[src/rtl/pingpong_pkg.sv]
// Shared types and default sizing for the ping-pong swap buffer.
// Optional swap counter is enabled by defining PPBUF_SWAP_CNT_EN.
package pingpong_pkg;

   localparam int DEF_WIDTH = 32;
   localparam int DEF_DEPTH = 8;

   typedef enum logic [1:0] {
      FILL = 2'd0,
      BOTH = 2'd1,
      HOLD = 2'd2
   } state_t;

endpackage

[src/rtl/pp_bank.sv]
// One DEPTH x WIDTH storage bank: synchronous write, asynchronous read.
// Contents are intentionally not reset.
module pp_bank #(
   parameter int WIDTH = 32,
   parameter int DEPTH = 8,
   parameter int AW    = $clog2(DEPTH)
) (
   input  logic             clk,
   input  logic             we,
   input  logic [AW-1:0]    waddr,
   input  logic [WIDTH-1:0] wdata,
   input  logic [AW-1:0]    raddr,
   output logic [WIDTH-1:0] rdata
);

   logic [WIDTH-1:0] mem [DEPTH];

   always_ff @(posedge clk) begin
      if (we) begin
         mem[waddr] <= wdata;
      end
   end

   assign rdata = mem[raddr];

endmodule

[src/rtl/pingpong_swap_buf.sv]
// Two-bank ping-pong buffer: the writer fills one bank while the reader drains the other.
// Define PPBUF_SWAP_CNT_EN to add the 16-bit swap_cnt output.
module pingpong_swap_buf
   import pingpong_pkg::*;
#(
   parameter int WIDTH = DEF_WIDTH,
   parameter int DEPTH = DEF_DEPTH
) (
   input  logic             clk,
   input  logic             rst_n,
   input  logic             wr_valid,
   output logic             wr_ready,
   input  logic [WIDTH-1:0] wr_data,
   output logic             rd_valid,
   input  logic             rd_ready,
   output logic [WIDTH-1:0] rd_data
`ifdef PPBUF_SWAP_CNT_EN
   ,
   output logic [15:0]      swap_cnt
`endif
);

   localparam int AW = $clog2(DEPTH);
   localparam int CW = AW + 1;
   localparam logic [CW-1:0] FULL = CW'(DEPTH);

   state_t          state_reg;
   logic            wsel_reg;
   logic [CW-1:0]   wcnt_reg;
   logic [CW-1:0]   rcnt_reg;
   logic [AW-1:0]   rd_ptr_reg;
   logic [CW-1:0]   wcnt_next;
   logic [CW-1:0]   rcnt_next;
   logic            wr_fire;
   logic            rd_fire;
   logic            swap;
   logic [WIDTH-1:0] bank_rdata [2];

   assign wr_ready  = (wcnt_reg < FULL);
   assign rd_valid  = (rcnt_reg != '0);
   assign wr_fire   = wr_valid && wr_ready;
   assign rd_fire   = rd_valid && rd_ready;
   assign wcnt_next = wcnt_reg + {{(CW-1){1'b0}}, wr_fire};
   assign rcnt_next = rcnt_reg - {{(CW-1){1'b0}}, rd_fire};

   // FILL implies an empty read bank and HOLD a full write bank, so either
   // state alone tells which counter still gates the swap.
   assign swap = ((state_reg == FILL) && (wcnt_reg == FULL)) ||
                 ((state_reg == HOLD) && (rcnt_reg == '0));

   always_ff @(posedge clk or negedge rst_n) begin
      if (!rst_n) begin
         state_reg  <= FILL;
         wsel_reg   <= 1'b0;
         wcnt_reg   <= '0;
         rcnt_reg   <= '0;
         rd_ptr_reg <= '0;
      end else if (swap) begin
         state_reg  <= BOTH;
         wsel_reg   <= ~wsel_reg;
         wcnt_reg   <= '0;
         rcnt_reg   <= FULL;
         rd_ptr_reg <= '0;
      end else begin
         wcnt_reg <= wcnt_next;
         rcnt_reg <= rcnt_next;
         if (rd_fire) begin
            rd_ptr_reg <= rd_ptr_reg + 1'b1;
         end
         case (state_reg)
            BOTH: begin
               if (wcnt_next == FULL) begin
                  state_reg <= HOLD;
               end else if (rcnt_next == '0) begin
                  state_reg <= FILL;
               end
            end
            default: ;
         endcase
      end
   end

   for (genvar gi = 0; gi < 2; gi++) begin : g_bank
      pp_bank #(
         .WIDTH (WIDTH),
         .DEPTH (DEPTH),
         .AW    (AW)
      ) u_bank (
         .clk   (clk),
         .we    (wr_fire && (wsel_reg == 1'(gi))),
         .waddr (wcnt_reg[AW-1:0]),
         .wdata (wr_data),
         .raddr (rd_ptr_reg),
         .rdata (bank_rdata[gi])
      );
   end

   assign rd_data = bank_rdata[~wsel_reg];

`ifdef PPBUF_SWAP_CNT_EN
   always_ff @(posedge clk or negedge rst_n) begin
      if (!rst_n) begin
         swap_cnt <= 16'd0;
      end else if (swap) begin
         swap_cnt <= swap_cnt + 16'd1;
      end
   end
`endif

endmodule

[config.mk]
export PLATFORM = sky130hd
export DESIGN_NAME = pingpong_swap_buf
export DESIGN_NICKNAME = d
export VERILOG_FILES = /design/src/rtl/pingpong_pkg.sv /design/src/rtl/pp_bank.sv /design/src/rtl/pingpong_swap_buf.sv
export SDC_FILE = /design/constraint.sdc
export NUM_CORES = 1
export LEC_CHECK = 0
export CAP_MARGIN = 20
export CORE_ASPECT_RATIO = 0.7
export CORE_MARGIN = 8
export CORE_UTILIZATION = 45
export CTS_CLUSTER_DIAMETER = 100
export CTS_CLUSTER_SIZE = 8
export DETAILED_ROUTE_END_ITERATION = 10
export HOLD_SLACK_MARGIN = 0.02
export PLACE_DENSITY = 0.61
export SLEW_MARGIN = 10
export SYNTH_ARGS = -nofsm -noshare
export SYNTH_HDL_FRONTEND = slang
export SYNTH_SLANG_ARGS = --single-unit
export TNS_END_PERCENT = 100
[constraint.sdc]
create_clock -name clk -period 7.1 [get_ports clk]
set_input_delay 1.775 -clock clk [delete_from_list [all_inputs] [get_ports clk]]
set_output_delay 1.775 -clock clk [all_outputs]
set_load 0.01 [all_outputs]
# After elaboration in Yosys (flattened, before gate mapping)

Memories as Yosys holds them, arrays and structs flattened.
Cells that the tools add are included.
W data, S select, Z words.

Bits in writable memories: 512
Logic and storage cells: 48
Register bits after elaboration: 14
Memories: 2

Memories:

| name                 | words | bits a word | rd ports | clocked after memory_dff | wr ports | line          | source |
|---|---|---|---|---|---|---|---|
| g_bank[0].u_bank.mem | 8     | 32          | 1        | 0                        | 1        | pp_bank.sv:16 | `logic [WIDTH-1:0] mem [DEPTH];` |
| g_bank[1].u_bank.mem | 8     | 32          | 1        | 0                        | 1        | pp_bank.sv:16 |  |

Add/sub/neg operators: 3
Bitwise operators: 2
Equal/unequal tests: 4
Reduce and logical (&&, ||, !) cells: 15
Order comparisons: 2
Multiplexer cells: 15

Operator list:

| operator              | count |
|---|---|
| $mux W32              | 3 |
| $eq A4 B4 Y1 const B  | 2 |
| $logic_not A4 Y1      | 2 |
| $mux W2               | 4 |
| $mux W4               | 2 |
| $logic_and A1 B1 Y1   | 6 |
| $mux W3               | 2 |
| $add A4 B1 Y4         | 1 |
| $lt A4 B4 Y1 const B  | 1 |
| $mux W1               | 4 |
| $reduce_bool A2 Y1    | 2 |
| $reduce_bool A4 Y1    | 1 |
| $sub A4 B1 Y4         | 1 |
| $add A3 B1 Y3 const B | 1 |
| $reduce_bool A3 Y1    | 1 |
| $eq A2 B1 Y1 const B  | 1 |
| $eq A2 B2 Y1 const B  | 1 |
| $ge A2 B2 Y1 const B  | 1 |
| $logic_not A2 Y1      | 1 |
| $not A1 Y2            | 1 |
| $reduce_and A2 Y1     | 1 |
| $logic_or A1 B1 Y1    | 1 |
| $not A1 Y1            | 1 |

# Longest topological paths before layout

Gate-level depths: netlist of the first run.

Word-level depth: 8
Gate-level depth with buffers: 10
Gate-level depth less buffers: 9

# Modules after synthesis

Synthesis of the first run repeated with hierarchy kept, for this count alone.

Cell total of the unflattened synthesis: 876
Area total of the unflattened synthesis: 20788.7 sq um

Modules (own cells, without submodules):

| module            | times used | sequential area each (sq um) | area an instance (sq um) | cells an instance |
|---|---|---|---|---|
| pp_bank           | 2          | 7687.4                       | 9825.7                   | 383 |
| pingpong_swap_buf | 1          | 350.3                        | 1137.3                   | 110 |

# Worst setup path after synthesis of the first run

Ideal clock, no wire load.

Path kind: input port to flip-flop
Start: input port wr_valid
End: memory g_bank[1].u_bank.mem[0][0] (enable)
Stages: 3
Path buffers: 0
Library setup time: 501 ps
Arrival time: 5247 ps
Setup slack: 1352 ps
Path through: nor2b_1 > nand2_1 > nor4_1

Word-level cells in the longest chain between the ends: 4

Ends and longest elaborated chain:

| what                          | line                    | source |
|---|---|---|
| start, declared               | pingpong_swap_buf.sv:11 | `input logic wr_valid,` |
| $logic_and A1 B1 Y1           | pingpong_swap_buf.sv:41 | `assign wr_fire = wr_valid && wr_ready;` |
| $logic_and A1 B1 Y1           | pingpong_swap_buf.sv:90 | `.we (wr_fire && (wsel_reg == 1'(gi))),` |
| $mux W1                       | pp_bank.sv:19           | `if (we) begin` |
| $mux W1 (implied by the code) | pp_bank.sv:20           | `mem[waddr] <= wdata;` |
| end, declared                 | pp_bank.sv:16           |  |

No other way between the ends.

# Worst setup path in the final report of the first run

Start: register rd_ptr_reg[2]
End: output port rd_data[20]

Word-level cells in the longest chain between the ends: 4
Elaborated cells on any way between the ends: 5
Those cells by class: mux (3); memory (2)

Ends and longest elaborated chain:

| what                                           | line                    | source |
|---|---|---|
| start, declared                                | pingpong_swap_buf.sv:31 | `logic [AW-1:0] rd_ptr_reg;` |
| start signal, assigned                         | pingpong_swap_buf.sv:68 | `rd_ptr_reg <= rd_ptr_reg + 1'b1;` |
| $mem_v2 Z8 W32                                 | -                       |  |
| $mux W32 (implied by the code) * (3 in series) | pingpong_swap_buf.sv:98 | `assign rd_data = bank_rdata[~wsel_reg];` |
| end, declared                                  | pingpong_swap_buf.sv:16 | `output logic [WIDTH-1:0] rd_data` |

Mark *: on every way between the ends. The rest lies on a longest branch, timed or not. The select of a mux whose other input is x is not followed.

==> results of run 1 <==
==> worst max-delay path: cells and delay by family, from the launching register on <==
kind / cells / cell delay, ps
simple gates: 2 / 840
compound gates: 2 / 410
flops: 1 / 880
buf+inv: 2 / 1010
==> worst min path at each step <==
stage                        end  cells after the start
floorplan           state_reg[1]                      1
global placement    state_reg[1]                      1
detailed placement  state_reg[1]                      1
CTS                 state_reg[1]                      1
global route        state_reg[1]                      1
finish              state_reg[1]                      1
==> Yosys cell counts <==
cell type | n | area share
a211oi_1 | 1 | 0.00037
a21boi_0 | 1 | 0.00037
a21oi_1 | 2 | 0.00049
a22oi_1 | 64 | 0.024
and2_1 | 2 | 0.00061
buf_1 | 3 | 0.00055
buf_2 | 18 | 0.0044
buf_4 | 6 | 0.0022
buf_6 | 1 | 0.00055
clkbuf_1 | 31 | 0.0057
clkbuf_2 | 1 | 0.00025
dfrtp_1 | 14 | 0.017
edfxtp_1 | 512 | 0.75
ha_1 | 5 | 0.0031
inv_1 | 4 | 0.00074
mux2_4 | 1 | 0.00074
mux2i_1 | 160 | 0.079
mux4_2 | 64 | 0.071
nand2_1 | 5 | 0.00092
nand2b_1 | 4 | 0.0012
nand3_1 | 36 | 0.0088
nand3b_1 | 1 | 0.00037
nand4b_1 | 2 | 0.00086
nor2_1 | 17 | 0.0031
nor2_4 | 1 | 0.00055
nor2b_1 | 6 | 0.0018
nor3_1 | 10 | 0.0025
nor4_1 | 2 | 0.00061
nor4b_1 | 1 | 0.00043
o21ai_0 | 34 | 0.0084
o22a_1 | 1 | 0.00043
o31a_1 | 1 | 0.00043
or4_1 | 1 | 0.00037
or4b_1 | 1 | 0.00049
xnor2_1 | 4 | 0.0017
xor2_1 | 2 | 0.00086
xor2_2 | 1 | 0.00080
==> kinds of logic after synthesis <==
kind of cell | after synthesis
flip-flops | 526
multiplexers | 225
AO/OA/AOI/OAI | 104
AND/OR/NAND/NOR | 89
buffers and inverters | 64
XOR/XNOR | 7
adder cells (fa/ha/maj) | 5
==> report_power, final <==
part	internal (W)	leakage (nW)	switching [W]	total, W
Combinational	0.00126	2.17	0.00142	0.00268
Sequential	0.00367	4.78	0.000258	0.00393
Clock	0.00196	0.996	0.00116	0.00312
==> metal layers <==
layer,GRT usage,vias up,share of wire
met2,0.249,287,0.45
met3,0.0430,59,0.063
met4,0.0414,0,0.015
li1,-,4406,-
met1,0.245,5180,0.47
met5,0,-,0
==> stage by stage <==
step,total power [W],utilization
3_3_place_gp,0.00664,0.488
5_1_grt,0.0102,0.535
4_1_cts,0.00983,0.534
6_report,0.00973,0.535
2_1_floorplan,0.00560,-
3_5_place_dp,0.00667,0.488
==> cell type report <==
type,instances,area (µm²)
Fill cell,3474,20900
Sequential cell,526,15700
Multi-Input combinational cell,430,4470
Clock buffer,93,2030
Timing Repair Buffer,102,996
Tap cell,603,754
Inverter,4,15.0
Clock inverter,2,12.5
Antenna cell,1,2.50
==> results.sh, run 1 <==
export IMPL_vias=9932
export IMPL_overflow=0
export IMPL_dp_hpwl_mm=23.5
export IMPL_grt_max_degree=59
export IMPL_start_util=0.454
export IMPL_p_leak_nw=7.95
export IMPL_crit_path_cell_trace="nor2b_4 -> buf_4 -> a22oi_1 -> nand3_1 -> o21ai_0 -> clkdlybuf4s50_1"
export IMPL_start_kind="flop"
export IMPL_slew_headroom=0.396
export IMPL_holdBufCountCts=0
export IMPL_worstPathArrival_ps=3750
export IMPL_cp_max_fo=20
export IMPL_finalNonFillerCells=1761
export IMPL_grt_usage=0.167
export IMPL_routabilityCongestion=0.728
export IMPL_crit_type="flop to primary output"
export IMPL_synth_top_family_by_area="multiplexers"
export IMPL_hp_start="state_reg[1]"
export IMPL_placedInstanceArea_um2=21900
export IMPL_core_um2=44900
export IMPL_rsz0062_at_grt="no"
export IMPL_finalSetupTns_ps=0
export IMPL_min_period_ps=5520
export IMPL_grt_pass1_vias=10261
export IMPL_final_nets=1180
export IMPL_worst_pin_slew_ps=900
export IMPL_synthSimpleGateAreaFrac=0.0227
export IMPL_syn_cell_area_um2=20400
export IMPL_synth_cells=1020
export IMPL_post_place_ws_ps=2080
export IMPL_ctsResizeCount=0
export IMPL_timing_rr_end="g_bank[1].u_bank.mem[4][19]"
export IMPL_r2r_start="wsel_reg"
export IMPL_synth_xor_area_frac=0.00338
export IMPL_post_synth_num_cell_types=37
export IMPL_cts_setup_buffers=0
export IMPL_drc=0
export IMPL_clkLatencyLatePin_ps=570
export IMPL_clock_sinks=526
export IMPL_slew_violations=0
export IMPL_io_pin_count=70
export IMPL_startpoint="rd_ptr_reg[2]"
export IMPL_dr_pass1_iters=5
export IMPL_finalSetupViolCount=0
export IMPL_layout_drive_gt1_share=0.175
export IMPL_whs_ps=569
export IMPL_wl_per_cell_um=24.9
export IMPL_root_buffer="clkbuf_16"
export IMPL_core_rowCount=65
export IMPL_dp_cells=1663
export IMPL_power_density_nw_per_um2=405
export IMPL_area_growth_pct=17.9
export IMPL_final_common_cell="edfxtp_1"
export IMPL_slowest_stage="dfrtp_2"
export IMPL_hold_violations=0
export IMPL_avgViaCountPerCell=5.64
export IMPL_largest_register_ffs=512
export IMPL_clock_skew_ps=16.9
export IMPL_cp_end_kind="primary output"
export IMPL_synth_mux_area_frac=0.150
export IMPL_die_x_um=270
export IMPL_cpPeakStageDelay_ps=880
export IMPL_syn_avg_cell_area_um2=20.0
export IMPL_yosysSeqAreaShare=0.772
export IMPL_worstHoldPathType="flop to flop"
export IMPL_reg2reg_depth=4
export IMPL_synth_net_count=1061
export IMPL_path_clk_slew_ps=50
export IMPL_synth_seq_cells=526
export IMPL_setup_ws_ps=1580
export IMPL_r2r_slack_ps=3690
export IMPL_htreeDepth=3
export IMPL_drt_wl_total_mm=43.8
export IMPL_yosysWarnings=0
export IMPL_io_buffers=69
export IMPL_final_cell_mix="edfxtp_1, mux2i_1, clkbuf_16"
export IMPL_ant_nets=0
export IMPL_post_route_cell_area_um2=24000
export IMPL_cts_tree="yes"
export IMPL_outcome="finished, final reports clean"
export IMPL_die_area_um2=52400
export IMPL_synth_fa_ha_area_frac=0.00307
export IMPL_synth_compound_area_frac=0.0340
export IMPL_final_period_utilization=0.777
export IMPL_ir_drop_uv=264
export IMPL_grt_pass1_wl_mm=66.3
export IMPL_cts_max_path_buffers=3
export IMPL_drt_iter0_drc=893
export IMPL_die_height_um=194
export IMPL_endpoint="rd_data[20]"
export IMPL_clock_fmax_ghz=0.181
export IMPL_maxCapViolations=0
export IMPL_grt_antenna_before_repair=1
export IMPL_required_ps=5330
export IMPL_cts_buffers=75
No activity file was read; power rests on OpenSTA's default activity.
==> inputs of run 2 (changes only) <==
--- a/config.mk
+++ b/config.mk
@@ -13,7 +13,7 @@
 export CTS_CLUSTER_SIZE = 8
 export DETAILED_ROUTE_END_ITERATION = 10
 export HOLD_SLACK_MARGIN = 0.02
-export PLACE_DENSITY = 0.61
+export PLACE_DENSITY = 0.63
 export SLEW_MARGIN = 10
 export SYNTH_ARGS = -nofsm -noshare
 export SYNTH_HDL_FRONTEND = slang
==> constraint.sdc (replaced) <==
create_clock -name clk -period 4.69 [get_ports clk]
set_input_delay 1.1725 -clock clk [delete_from_list [all_inputs] [get_ports clk]]
set_output_delay 1.1725 -clock clk [all_outputs]
set_load 0.01 [all_outputs]
==> run 2 against run 1 <==
Worst setup slack got worse by 1400 ps. Non-clock buffer count up 7. Clock-buffer cell count up 6. Cell count up 0.97%. Die area stayed put. Sequential power up 51%. Largest power group unchanged. Critical endpoint is now rd_data[21]. Highest routed layer is now met5.
==> results.sh, run 2 (same netlist as run 1, synthesis figures left out) <==
export IMPL_worst_pin_slew_ps=722
export IMPL_hold_violations=0
export IMPL_worstPathArrival_ps=3320
export IMPL_drt_iter0_drc=826
export IMPL_ctsResizeCount=0
export IMPL_cts_buffers=75
export IMPL_final_period_utilization=0.958
export IMPL_cts_setup_buffers=0
export IMPL_routabilityCongestion=0.706
export IMPL_io_buffers=69
export IMPL_clock_skew_ps=19.5
export IMPL_clkLatencyLatePin_ps=600
export IMPL_total_power_w=0.0150
export IMPL_fillers=3454
export IMPL_holdBufCountCts=0
export IMPL_cp_max_fo=48
export IMPL_htreeDepth=3
export IMPL_whs_ps=586
export IMPL_required_ps=3520
export IMPL_rsz0062_at_grt="no"
export IMPL_final_nets=1187
export IMPL_io_pin_count=70
export IMPL_root_buffer="clkbuf_16"
export IMPL_final_util=0.540
export IMPL_vias=10065
export IMPL_avgViaCountPerCell=5.66
export IMPL_ant_nets=0
export IMPL_wl_per_cell_um=24.9
export IMPL_largest_register_ffs=512
export IMPL_final_cell_mix="edfxtp_1, mux2i_1, clkbuf_16"
export IMPL_dr_pass1_iters=5
export IMPL_overflow=0
export IMPL_worstHoldPathType="flop to flop"
export IMPL_die_height_um=194
export IMPL_outcome="finished, final reports clean"
export IMPL_grt_pass1_vias=10288
export IMPL_start_util=0.454
export IMPL_final_common_cell="edfxtp_1"
export IMPL_clock_sinks=526
export IMPL_slew_headroom=0.517
export IMPL_grt_pass1_wl_mm=66.7
export IMPL_core_um2=44900
export IMPL_power_density_nw_per_um2=617
export IMPL_crit_type="flop to primary output"
export IMPL_drt_wl_total_mm=44.4
export IMPL_grt_usage=0.168
export IMPL_slew_violations=0
export IMPL_die_area_um2=52400
export IMPL_ir_drop_uv=329
export IMPL_grt_max_degree=49
export IMPL_maxCapViolations=0
export IMPL_die_x_um=270
export IMPL_finalSetupTns_ps=0
export IMPL_cp_end_kind="primary output"
export IMPL_finalSetupViolCount=0
export IMPL_p_leak_nw=8.03
export IMPL_core_rowCount=65
export IMPL_layout_drive_gt1_share=0.181
export IMPL_drc=0
export IMPL_start_kind="flop"
export IMPL_cts_tree="yes"
export IMPL_clock_fmax_ghz=0.223
export IMPL_area_growth_pct=19.0
export IMPL_dp_hpwl_mm=24.4
export IMPL_cts_max_path_buffers=3
export IMPL_path_clk_slew_ps=50
export IMPL_min_period_ps=4490
export IMPL_grt_antenna_before_repair=3
## run 2: cell count changes in the layout (fill, tap and decap cells not counted), sizes merged
cell	previous run	this run
clkinv	1	5
clkbuf	93	99
buf	33	40
## run 2: final timing paths
path                                     from                     endpoint  slack (ps)  depth (start not counted)
worst max-delay path            rd_ptr_reg[0]                  rd_data[21]         200                          5
worst min-delay path              rcnt_reg[3]                  rcnt_reg[3]         590                          2
worst max register to register       wsel_reg  g_bank[1].u_bank.mem[7][27]        1660                          4
worst min register to register    rcnt_reg[3]                  rcnt_reg[3]         590                          2
max in group asynchronous               rst_n                rd_ptr_reg[1]        3140                          1
min in group asynchronous               rst_n                rd_ptr_reg[2]        1010                          1
## run 2: metrics by stage
step	instance area (µm²)	std cells	worst slack, ps
after floorplan	20400	1020	374
final	24200	1778	196
after global routing	24200	1778	63.1
after detailed placement	22100	1672	806
after CTS	24200	1777	150
after global placement	22100	1672	819
## run 2: layout make-up
cell class / instances / area, µm² / share of cell area
diodes: 1 / 2.50 / 0.000103
clock buffers: 99 / 2010 / 0.0829
clock inverters: 6 / 116 / 0.00480
inverters: 4 / 15.0 / 0.000620
multi-input cells: 430 / 4480 / 0.185
flip-flops and latches: 526 / 15700 / 0.649
well taps: 603 / 754 / 0.0311
repair buffers: 109 / 1120 / 0.0461
## run 2: power by group
part	leakage, nW	switching (W)	internal (W)	total [W]
logic	2.23	0.00222	0.00197	0.00419
clock network	1.02	0.00187	0.00297	0.00485
registers	4.78	0.000355	0.00556	0.00592
total	8.03	0.00445	0.0105	0.0150
## run 2: worst max-delay path, stage by stage, from the launching register on
cell             delay [ps]
dfrtp_4                 810
buf_12                  410
mux4_2                  580
mux2i_1                 150
o21ai_0                 180
clkdlybuf4s50_1         540
## run 2: layer usage
layer | wire length (µm) | GRT usage | part of all wire
met1 | 21000 | 0.254 | 0.47
met2 | 19700 | 0.247 | 0.45
met3 | 2700 | 0.0340 | 0.061
met5 | 13 | 0 | 0.00029
met4 | 850 | 0.0455 | 0.019
